==> src/rtl/lzss_dec_expand.sv <==
// lzss_dec_expand: LZSS match-expansion sequencer.
// Takes literal / (offset, length) match tokens and emits one reconstructed
// byte per cycle. It owns the sliding-window history and replays matches from
// it, including copies that overlap the bytes being produced.
// Optional build macro: LZSS_DEC_EXPAND_ERRCHK_EN adds a history fill counter
// and a sticky out-of-window reference flag on o_error (tied 0 otherwise).
module lzss_dec_expand #(
   parameter int unsigned pDataWidth   = 8,
   parameter int unsigned pOffsetWidth = 6,
   parameter int unsigned pLengthWidth = 3
) (
   input  logic                    clk,
   input  logic                    rst_x,
   input  logic                    i_valid,
   output logic                    ow_ready,
   input  logic                    i_last,
   input  logic                    i_flag,
   input  logic [pDataWidth-1:0]   i_data_or_offset,
   input  logic [pLengthWidth-1:0] i_length,
   output logic                    o_valid,
   input  logic                    i_ready,
   output logic [pDataWidth-1:0]   o_data,
   output logic                    o_last,
   output logic                    o_error
);

   localparam int unsigned DEPTH  = 1 << pOffsetWidth;
   localparam int unsigned FILL_W = pOffsetWidth + 1;

   typedef enum logic [1:0] {
      ST_IDLE = 2'd0,
      ST_LIT  = 2'd1,
      ST_COPY = 2'd2
   } state_e;

   state_e                    state_q, state_d;
   logic [pDataWidth-1:0]     win_q [DEPTH];
   logic [pOffsetWidth-1:0]   wptr_q, wptr_d;
   logic [pOffsetWidth-1:0]   off_q, off_d;
   logic [pLengthWidth-1:0]   remain_q, remain_d;
   logic                      last_tok_q, last_tok_d;
   logic                      o_valid_q, o_valid_d;
   logic [pDataWidth-1:0]     o_data_q, o_data_d;
   logic                      o_last_q, o_last_d;

   logic                      out_ack;
   logic                      in_ack;
   logic                      stream_end;
   logic                      win_we;
   logic [pDataWidth-1:0]     win_wdata;
   logic [pOffsetWidth-1:0]   i_off;
   logic [pOffsetWidth-1:0]   rd_off;
   logic [pOffsetWidth-1:0]   rd_addr;
   logic [pDataWidth-1:0]     rd_data;
   logic [pLengthWidth-1:0]   len_eff;

   assign i_off   = i_data_or_offset[pOffsetWidth-1:0];
   assign len_eff = (i_length == '0) ? pLengthWidth'(1) : i_length;

   // Handshakes; a new token may slip in as the previous token's final byte leaves.
   always_comb begin
      out_ack    = o_valid_q & i_ready;
      ow_ready   = (state_q == ST_IDLE) |
                   (out_ack & (remain_q == '0) & ~o_last_q);
      in_ack     = i_valid & ow_ready;
      stream_end = out_ack & o_last_q;
   end

   // Window read: dist = offset + 1 bytes behind the write pointer, modulo depth.
   always_comb begin
      rd_off  = in_ack ? i_off : off_q;
      rd_addr = pOffsetWidth'(wptr_q - rd_off - pOffsetWidth'(1));
      rd_data = win_q[rd_addr];
   end

   // Next-state and output-byte generation.
   always_comb begin
      state_d    = state_q;
      wptr_d     = wptr_q;
      off_d      = off_q;
      remain_d   = remain_q;
      last_tok_d = last_tok_q;
      o_valid_d  = o_valid_q;
      o_data_d   = o_data_q;
      o_last_d   = o_last_q;
      win_we     = 1'b0;
      win_wdata  = rd_data;

      if (in_ack) begin
         o_valid_d  = 1'b1;
         win_we     = 1'b1;
         wptr_d     = pOffsetWidth'(wptr_q + pOffsetWidth'(1));
         last_tok_d = i_last;
         if (i_flag) begin
            state_d   = ST_COPY;
            off_d     = i_off;
            o_data_d  = rd_data;
            win_wdata = rd_data;
            remain_d  = pLengthWidth'(len_eff - pLengthWidth'(1));
            o_last_d  = i_last & (len_eff == pLengthWidth'(1));
         end else begin
            state_d   = ST_LIT;
            o_data_d  = i_data_or_offset;
            win_wdata = i_data_or_offset;
            remain_d  = '0;
            o_last_d  = i_last;
         end
      end else if (out_ack) begin
         if (o_last_q) begin
            state_d   = ST_IDLE;
            o_valid_d = 1'b0;
            o_last_d  = 1'b0;
            wptr_d    = '0;
            remain_d  = '0;
         end else if (remain_q != '0) begin
            o_data_d  = rd_data;
            win_we    = 1'b1;
            wptr_d    = pOffsetWidth'(wptr_q + pOffsetWidth'(1));
            remain_d  = pLengthWidth'(remain_q - pLengthWidth'(1));
            o_last_d  = last_tok_q & (remain_q == pLengthWidth'(1));
         end else begin
            state_d   = ST_IDLE;
            o_valid_d = 1'b0;
         end
      end
   end

   // Control and output registers.
   always_ff @(posedge clk or negedge rst_x) begin
      if (!rst_x) begin
         state_q    <= ST_IDLE;
         wptr_q     <= '0;
         off_q      <= '0;
         remain_q   <= '0;
         last_tok_q <= 1'b0;
         o_valid_q  <= 1'b0;
         o_data_q   <= '0;
         o_last_q   <= 1'b0;
      end else begin
         state_q    <= state_d;
         wptr_q     <= wptr_d;
         off_q      <= off_d;
         remain_q   <= remain_d;
         last_tok_q <= last_tok_d;
         o_valid_q  <= o_valid_d;
         o_data_q   <= o_data_d;
         o_last_q   <= o_last_d;
      end
   end

   // History window; every emitted byte is written at the write pointer.
   always_ff @(posedge clk or negedge rst_x) begin
      if (!rst_x) begin
         for (int unsigned i = 0; i < DEPTH; i++) begin
            win_q[i] <= '0;
         end
      end else if (win_we) begin
         win_q[wptr_q] <= win_wdata;
      end
   end

   assign o_valid = o_valid_q;
   assign o_data  = o_data_q;
   assign o_last  = o_last_q;

`ifdef LZSS_DEC_EXPAND_ERRCHK_EN
   logic [FILL_W-1:0] fill_q, fill_d;
   logic [FILL_W-1:0] in_dist;
   logic              o_error_q, o_error_d;

   // Valid-history tracking and sticky out-of-window detection.
   always_comb begin
      in_dist   = FILL_W'(FILL_W'(i_off) + FILL_W'(1));
      fill_d    = fill_q;
      o_error_d = o_error_q;
      if (stream_end) begin
         fill_d = '0;
      end else if (win_we && (fill_q != FILL_W'(DEPTH))) begin
         fill_d = FILL_W'(fill_q + FILL_W'(1));
      end
      if (in_ack && i_flag && (in_dist > fill_q)) begin
         o_error_d = 1'b1;
      end
   end

   // Error-check registers.
   always_ff @(posedge clk or negedge rst_x) begin
      if (!rst_x) begin
         fill_q    <= '0;
         o_error_q <= 1'b0;
      end else begin
         fill_q    <= fill_d;
         o_error_q <= o_error_d;
      end
   end

   assign o_error = o_error_q;
`else
   assign o_error = 1'b0;
`endif

endmodule

==> config.mk <==
export PLATFORM = sky130hd
export DESIGN_NAME = lzss_dec_expand
export DESIGN_NICKNAME = d
export VERILOG_FILES = /design/src/rtl/lzss_dec_expand.sv
export SDC_FILE = /design/constraint.sdc
export NUM_CORES = 1
export LEC_CHECK = 0
export ABC_AREA = 1
export BUFFER_PORTS_ARGS = -buffer_cell sky130_fd_sc_hd__buf_2
export CORE_ASPECT_RATIO = 1.75
export CORE_MARGIN = 4
export CORE_UTILIZATION = 45
export DETAILED_ROUTE_END_ITERATION = 16
export GPL_TIMING_DRIVEN = 1
export MAX_ROUTING_LAYER = met4
export REMOVE_ABC_BUFFERS = 1
export SLEW_MARGIN = 20
export SYNTH_ARGS = -nofsm -noshare
export SYNTH_HDL_FRONTEND = slang
export SYNTH_SLANG_ARGS = --single-unit
==> constraint.sdc <==
create_clock -name clk -period 5.44 [get_ports clk]
set_clock_uncertainty 0.1 [all_clocks]
set_input_delay 0.272 -clock clk [delete_from_list [all_inputs] [get_ports clk]]
set_output_delay 0.272 -clock clk [all_outputs]
set_load 0.1 [all_outputs]
== Word-level counts from Yosys, hierarchy flattened ==
Index checks and enable logic that the tools add are counted.

* Bits in registers: 540
* Input port bits: 17
* Output and inout bits: 12
* Logic and storage cells: 147

* Add/subtract/negate cells: 5
* Order comparisons: 3
* Equal/unequal tests: 4
* Multiplexer cells: 41
* Bitwise operators: 10
* Reductions and logical operators: 12

{| class="wikitable"
|+ Operators with widths
! cell !! number
|-
| $bwmux 512 || 1
|-
| $mux 8 || 9
|-
| $bmux 8 s6 || 1
|-
| $demux 8 s6 || 1
|-
| $mux 6 || 5
|-
| $mux 3 || 6
|-
| $ge 7x7->1 const B || 2
|-
| $not 6->7 || 2
|-
| $mux 1 || 13
|-
| $mux 2 || 5
|-
| $lt 7x1->1 const B || 1
|-
| $add 6x1->6 const B || 1
|-
| $and 1x1->1 || 6
|-
| $eq 3x1->1 const B || 2
|-
| $logic_not 3->1 || 2
|-
| $reduce_and 2->1 || 3
|-
| $reduce_bool 3->1 || 2
|-
| $sub 3x1->3 const B || 2
|-
| $sub 6x1->6 const B || 1
|-
| $sub 6x6->6 || 1
|-
| $reduce_bool 2->1 || 2
|-
| $ne 3x3->1 const B || 1
|-
| $reduce_and 3->1 || 1
|-
| $logic_not 2->1 || 1
|-
| other kinds (4) || 4
|}

== Depth between registers and ports, before layout ==
Gate-level depths: netlist (run 1).

* Depth in word-level cells: 16
* Mapped depth: 31
* Gate-level depth less buffers: 27

== Worst setup path after synthesis (run 1) ==
No wires, ideal clock.

* Kind: register to register
* Start: reg o_valid_q (netlist: o_valid)
* End: reg win_q[281] (netlist name)
* Arrival time: 5.132 ns
* Slack: 0.090 ns
* Stages on the path, launching flop included: 28
* Cells stage by stage: dfrtp_1 > nand2_1 > inv_2 > nand3_1 > nand2_1 > nand2_2 > clkbuf_1 > inv_1 > nand2_1 > o21ai_0 > ha_1 > inv_1 > fa_1 > clkbuf_1 > clkbuf_1 > nor2_1 > o21ai_0 > o21ai_0 > nand2_1 > nand3_1 > nand3_1 > nand2_1 > nand2_1 > nand3_1 > buf_4 > buf_4 > nand3_1 > nand2_1

* Longest elaborated chain between the ends: 15
* Elaborated cells on any way between the ends: 17
* Those cells by class: add/sub: 2; mux: 9; bitwise: 6

{| class="wikitable"
|+ Ends and longest elaborated chain
! item !! line !! source
|-
| start, declared || 42 || <nowiki>logic o_valid_q, o_valid_d;</nowiki>
|-
| start signal, assigned || 145 || <nowiki>o_valid_q <= o_valid_d;</nowiki>
|-
| $and 1x1->1 (*) || 62 || <nowiki>out_ack = o_valid_q & i_ready;</nowiki>
|-
| $and 1x1->1 (*) (2 in a row) || 64 || <nowiki>(out_ack & (remain_q == '0) & ~o_last_q);</nowiki>
|-
| $or 1x1->1 (*) || 63 || <nowiki>ow_ready = (state_q == ST_IDLE) |</nowiki>
|-
| net ow_ready || 15 || <nowiki>output logic ow_ready,</nowiki>
|-
| $and 1x1->1 (*) || 65 || <nowiki>in_ack = i_valid & ow_ready;</nowiki>
|-
| $mux 6 || 71 || <nowiki>rd_off = in_ack ? i_off : off_q;</nowiki>
|-
| $sub 6x6->6 || 72 || <nowiki>rd_addr = pOffsetWidth'(wptr_q - rd_off - pOffsetWidth'(1));</nowiki>
|-
| $sub 6x1->6 || 72 ||
|-
| $not 6->7 (not written as such) || 73 || <nowiki>rd_data = win_q[rd_addr];</nowiki>
|-
| $bmux 8 s6 || 73 ||
|-
| $mux 8 (not written as such) (2 in a row) || 73 ||
|-
| $mux 8 || 94 || <nowiki>if (i_flag) begin</nowiki>
|-
| $mux 8 || 89 || <nowiki>if (in_ack) begin</nowiki>
|-
| $bwmux 512 || 158 || <nowiki>win_q[wptr_q] <= win_wdata;</nowiki>
|-
| end signal, assigned by index || 158 ||
|-
| end, declared || 37 || <nowiki>logic [pDataWidth-1:0] win_q [DEPTH];</nowiki>
|}

The timed path passes the listed nets; every way through them passes the cells marked *. The select of a mux whose other input is x is not followed.
A chain may end at the register's enable or synchronous reset.

== Worst setup path after layout (run 1) ==
* Start: reg remain_q[0]
* End: reg win_q[267] (netlist name)

* Longest elaborated chain between the ends: 15
* Elaborated cells on any way between the ends: 20
* Those cells by class: add/sub: 2; mux: 11; bitwise: 5; reduce/logical: 2

{| class="wikitable"
|+ Ends and longest elaborated chain
! item !! line !! source
|-
| start, declared || 40 || <nowiki>logic [pLengthWidth-1:0] remain_q, remain_d;</nowiki>
|-
| start signal, assigned || 143 || <nowiki>remain_q <= remain_d;</nowiki>
|-
| $logic_not 3->1 || 64 ||
|-
| $and 1x1->1 (2 in a row) || 64 ||
|-
| $or 1x1->1 || 63 ||
|-
| $and 1x1->1 || 65 ||
|-
| $mux 6 || 71 ||
|-
| $sub 6x6->6 || 72 ||
|-
| $sub 6x1->6 || 72 ||
|-
| $not 6->7 (not written as such) || 73 ||
|-
| $bmux 8 s6 || 73 ||
|-
| $mux 8 (not written as such) (2 in a row) || 73 ||
|-
| $mux 8 || 94 ||
|-
| $mux 8 || 89 ||
|-
| $bwmux 512 || 158 ||
|}

Several ways; a longest one is shown, not always the timed one. The select of a mux whose other input is x is not followed.

==> impl_metrics.py, run 1 <==
metrics = {
    "layout": {
        "final_cells": 4581,
        "num_antenna_cells": 0,
        "syn2layout_area_growth_pct": 11.6,
        "n_fill_cell": 6070,
        "fin_util_pct": 50.8,
        "fin_nets": 3774,
        "drive_gt1_share_pct": 9.48,
    },
    "floorplanning": {
        "coreArea_sq_um": 61300,
        "start_util_pct": 45.5,
        "die_w_um": 196,
        "rows": 120,
        "die-height_um": 337,
        "ios": 29,
        "fp.dieArea_sq_um": 66100,
    },
    "logic_synthesis": {
        "synth-main-ff-cell": "dfrtp_1",
        "ys_warn_count": 0,
        "synth_cell_types": 34,
        "yosys.area.top_type": "dfrtp_1",
        "syn_area_sq_um": 27900,
        "synth_top_area_share_pct": 48.5,
        "avgSynthCellArea_sq_um": 7.36,
        "synthCells": 3785,
        "ys_seq_area_share_pct": 48.5,
        "synth_edf_count": 0,
        "synthArstFlopShare_pct": 100,
        "ys_seq_elements": 540,
        "synth.area.top_cells": "dfrtp_1 (49%), nand2_1 (21%), nand3_1 (10%)",
    },
    "global_route": {
        "grt_usage_pct": 30.4,
        "overflow": 0,
        "grt_first_pass_wirelength_um": 153000,
        "antenna_found_initial": 0,
        "grt_pass1_vias": 25700,
        "grt_max_degree": 145,
    },
    "routing": {
        "firstDrtPassIters": 6,
        "wirelength_um": 98700,
        "drtIter0Drc": 2609,
        "antenna_left": 0,
        "vias": 25800,
        "wl_per_cell_um": 21.6,
        "drc": 0,
        "viasPerCell": 5.64,
    },
    "job": {
        "maxCapViolCount": 0,
    },
    "clocking": {
        "cts_buffers": 52,
        "clock_latency_ps": 620,
        "clk_pin_slew_worst_paths_ps": 70,
        "cts_tree": "done",
        "ctsHtreeMaxLevel": 2,
        "max-clock-path-buffers": 3,
        "cts_root_buf": "clkbuf_16",
        "cts_sinks": 540,
    },
    "place": {
        "gp_congestion": 0.879,
        "dp_hpwl_um": 60800,
        "portBuffers": 27,
        "placed_cells": 4458,
    },
    "timing": {
        "post-route-period-util_pct": 93.6,
        "finalSetupViolCount": 0,
        "tns_ps": 0,
        "slew_headroom_pct": 22.2,
        "fin_crit_ps": 5090,
        "max_freq_mhz": 196,
        "rsz0062_at_grt": "no",
        "tightest_slew_ps": 1170,
        "finalHoldViolations": 0,
        "whs_ps": 21.1,
        "slew_viol_final": 0,
    },
    "setup_path": {
        "cp.arrival_ps": 5540,
        "cp_num_cells": 26,
        "crit_slowest_cell": "fa_4",
        "path_max_fanout": 32,
        "r2r_cells": 26,
        "crit_buf_inv": 8,
        "worstPathRequired_ps": 5880,
        "endpoint_kind": "flop",
        "timing.setup.critical_path_class": "flop to flop",
        "worstSetupStartpointType": "flop",
        "cp_common_cell": "nand2_1",
        "slowest_delay_ps": 790,
        "critPathTopFamily": "simple AND/OR/NAND/NOR gates",
    },
    "hold_path": {
        "min_path_cells": 6,
        "hp-class": "primary input to flop",
    },
    "run_status": {
        "status": "finished, final reports clean",
    },
}
## cells in the mapped netlist, types with 3 or more instances
cell	number
nor2_1	295
nor2_2	9
a21oi_1	8
nor3_1	9
nand2_1	1588
dfrtp_1	540
inv_1	117
buf_1	28
buf_4	34
nor2_4	56
o21ai_1	9
o21ai_0	238
nand3_1	560
o22ai_1	30
nand4_4	7
buf_6	10
clkbuf_1	87
xnor2_1	3
buf_2	52
o211ai_1	10
ha_1	11
inv_2	69
## per-stage QoR
stage / setup WS (ps) / instance area (sq um)
after floorplan: -7110 / 26800
after global placement: 384 / 28900
after detailed placement: 364 / 28900
after CTS: 330 / 31000
after global routing: 6.58 / 31100
final: 349 / 31100
## registers in the layout, summed over array words and instances (netlist names)
register / count
last_tok_q: 1
remain_q: 3
wptr_q: 6
o_data: 8
off_q: 6
state_q: 2
win_q: 512
o_valid: 1
o_last: 1
## layout make-up
| cell class | instances | area (sq um) | share of cell area (%) |
|---|---|---|---|
| Sequential cell | 540 | 13500 | 43.4 |
| Multi-Input combinational cell | 2846 | 12800 | 41.1 |
| Clock buffer | 71 | 1490 | 4.80 |
| Tap cell | 793 | 992 | 3.19 |
| Clock inverter | 26 | 422 | 1.36 |
| Timing Repair Buffer | 116 | 1190 | 3.84 |
| Inverter | 189 | 719 | 2.31 |
## path summary, 6_finish.rpt
check / startpoint / end / slack (ps)
worst min register to register: win_q[327] / win_q[327] / 380
worst min-delay path: i_length[0] / remain_q[0] / 20
min in group asynchronous: rst_x / off_q[1] / 230
worst max register to register: remain_q[0] / win_q[267] / 350
max in group asynchronous: rst_x / win_q[153] / 3620
worst max-delay path: remain_q[0] / win_q[267] / 350
## cells in the final DEF, fill, tap and decap left out, drive strengths merged
master       synthesis  layout
xnor2                4       4
xor2                 2       2
nand3              560     561
buf                124     104
nor3                 9       9
inv                187     189
clkinv               2      13
o22ai               30      30
nor2               360     360
clkbuf              87      71
nand4                8       8
conb                 1       1
fa                   1       1
ha                  11      11
a21oi                8       8
clkinvlp             0       2
dlygate4sd3          0      12
a31oi                1       1
o21ai              248     248
dfrtp              540     540
o211ai              10      10
or2                  2       2
nand2             1590    1590
bufinv               0      11
## routing by layer
metal,routed length [um],track usage [%],vias up
met5,0,-,-
met4,5610,15.6,0
met3,5570,2.99,266
met2,49800,51.2,992
met1,37800,36.5,12600
li1,-,-,11900
## logic make-up after synthesis
group / synth area share (%)
AO/OA/AOI/OAI: 5.58
AND/OR/NAND/NOR: 38.7
adder cells (fa/ha/maj): 0.566
flip-flops: 48.5
buffers and inverters: 6.36
XOR/XNOR: 0.270
other: 0.0135
## worst reg2reg max path, cell delays in order (launching register included)
cell	delay (ps)
dfrtp_1	400
inv_1	100
ha_1	160
inv_1	40
nor2_1	150
nand3_1	90
nand2_1	130
nand2_2	70
buf_4	190
o21ai_0	400
fa_4	790
inv_4	150
buf_4	390
buf_4	260
nand3_1	90
nand3_1	100
nand2_1	100
nand2_1	80
nand3_1	100
nand2_1	90
inv_1	40
nand2_1	50
nand3_1	130
nand2_4	450
buf_12	250
nand2_1	80
nand2_1	70
## what timing repair did
action,in CTS,in global routing
hold buffers,12,0
buffers inserted,0,13
setup endpoints to repair,0,162
gates resized for setup,0,1
hold endpoints to repair,109,0
Power of run 1 is left out: the tool's default activity adds up to more than one toggle a clock period on the data nets, which glitch-free logic cannot reach.
==> run 2, diff against run 1 <==
Settings changed: CORE_UTILIZATION 45 to 55, PLACE_DENSITY set to 0.71.
==> impl_metrics.py, run 2 (same netlist as run 1, synthesis figures left out) <==
metrics = {
    "run_status": {
        "status": "finished, final reports clean",
    },
    "global_route": {
        "overflow": 0,
        "grt_usage_pct": 33.9,
        "grt_max_degree": 135,
        "grt_first_pass_wirelength_um": 142000,
        "grt_pass1_vias": 25900,
        "antenna_found_initial": 0,
    },
    "floorplanning": {
        "die_w_um": 178,
        "die-height_um": 306,
        "ios": 29,
        "rows": 108,
        "coreArea_sq_um": 49900,
        "fp.dieArea_sq_um": 54500,
        "start_util_pct": 55.9,
    },
    "setup_path": {
        "ff2ff_setup_slack_ps": 160,
        "cp-endpoint": "win_q[1]",
        "critPathLaunch": "remain_q[0]",
        "cp_common_cell": "nand2_1",
        "worstPathRequired_ps": 5780,
        "cp_num_cells": 27,
        "cp.arrival_ps": 5620,
        "critPathTopFamily": "simple AND/OR/NAND/NOR gates",
        "r2r_cells": 27,
        "r2r-end": "win_q[1]",
        "path_max_fanout": 48,
        "slowest_delay_ps": 940,
        "crit_slowest_cell": "fa_4",
        "worstSetupStartpointType": "flop",
        "timing.setup.critical_path_class": "flop to flop",
        "endpoint_kind": "flop",
        "crit_buf_inv": 7,
        "r2r-start": "remain_q[0]",
    },
    "timing": {
        "max_freq_mhz": 189,
        "rsz0062_at_grt": "yes",
        "tightest_slew_ps": 1100,
        "slew_headroom_pct": 26.7,
        "post-route-period-util_pct": 97.1,
        "slew_viol_final": 0,
        "fin_crit_ps": 5280,
        "finalHoldViolations": 0,
        "finalSetupViolCount": 0,
        "whs_ps": 35.7,
    },
    "layout": {
        "fin_util_pct": 61.3,
        "most-common-layout-cells": "nand2_1 (1,582), nand3_1 (554), dfrtp_1 (540)",
        "largest-register": "win_q",
        "n_fill_cell": 4541,
        "drive_gt1_share_pct": 8.87,
        "num_antenna_cells": 0,
        "multi_input_area_sq_um": 12800,
        "layout_commonest_cell": "nand2_1",
        "syn2layout_area_growth_pct": 9.65,
        "seqCellArea_sq_um": 13500,
        "largest_reg_flops": 512,
        "fin_nets": 3758,
        "final_cells": 4426,
    },
    "routing": {
        "wl_per_cell_um": 20.3,
        "antenna_left": 0,
        "viasPerCell": 5.86,
        "wirelength_um": 89800,
        "drc": 0,
        "firstDrtPassIters": 6,
        "drtIter0Drc": 2792,
        "vias": 25900,
    },
    "clocking": {
        "cts_root_buf": "clkbuf_16",
        "cts_sinks": 540,
        "max-clock-path-buffers": 3,
        "cts_tree": "done",
        "clock_latency_ps": 600,
        "ctsHtreeMaxLevel": 2,
        "clk_pin_slew_worst_paths_ps": 70,
        "cts_buffers": 50,
    },
    "place": {
        "portBuffers": 27,
        "placed_cells": 4320,
        "gp_congestion": 0.900,
        "dp_hpwl_um": 54800,
    },
    "hold_path": {
        "hp-class": "primary input to flop",
        "worstHoldStart": "i_flag",
    },
    "job": {
        "maxCapViolCount": 0,
    },
}
[run 2: changes by cell type in the layout (fill, tap and decap cells not counted), sizes merged, moves of 3 or more]
| cell | before | now |
|---|---|---|
| dlygate4sd3 | 12 | 9 |
| buf | 104 | 92 |
| clkbuf | 71 | 66 |
| bufinv | 11 | 5 |
| clkinv | 13 | 18 |
[run 2: timing repair]
item | 4_1_cts | 5_1_grt
hold buffers | 9 | 0
resized for setup | 0 | 1
buffers inserted | 0 | 6
endpoints found under the hold margin | 77 | 0
endpoints found under the setup margin | 0 | 108
[run 2: worst min-delay path, delay by kind of cell]
| kind | cells | cell delay [ps] |
|---|---|---|
| buf+inv | 2 | 170 |
| simple gates | 2 | 160 |
| compound gates | 1 | 80 |
[run 2: stage by stage]
| stage | area [sq um] | setup slack [ps] | TNS, ps |
|---|---|---|---|
| after detailed placement | 28800 | 230 | 0 |
| after CTS | 30500 | 171 | 0 |
| after global placement | 28800 | 328 | 0 |
| final | 30500 | 157 | 0 |
| after floorplan | 26800 | -7110 | -3645620 |
| after global routing | 30500 | -4.86 | -8.77 |
[run 2: how the worst min path moves through the flow]
stage                   to  slack, ps  depth (start not counted)
2_1_floorplan   last_tok_q       -120                          0
3_3_place_gp     o_data[3]        190                          1
3_5_place_dp     o_data[0]        190                          1
4_1_cts            o_valid         10                          4
5_1_grt        remain_q[2]         60                          5
6_report          off_q[5]         40                          5
[run 2: final cells by class]
class,instances,area share (%)
Sequential cell,540,44.2
Multi-Input combinational cell,2847,41.8
Clock buffer,66,4.39
Timing Repair Buffer,101,3.68
Tap cell,660,2.70
Inverter,189,2.36
Clock inverter,23,0.856
[run 2: routing by layer]
layer  vias to the layer above  wire length, um  GRT usage (%)
met5                         -                0              -
met1                     12400            33700           41.2
met4                         0             5520           18.8
met2                      1289            44300           54.8
li1                      11900                -              -
met3                       322             6260           3.97
Power of run 2 is left out for the same reason.
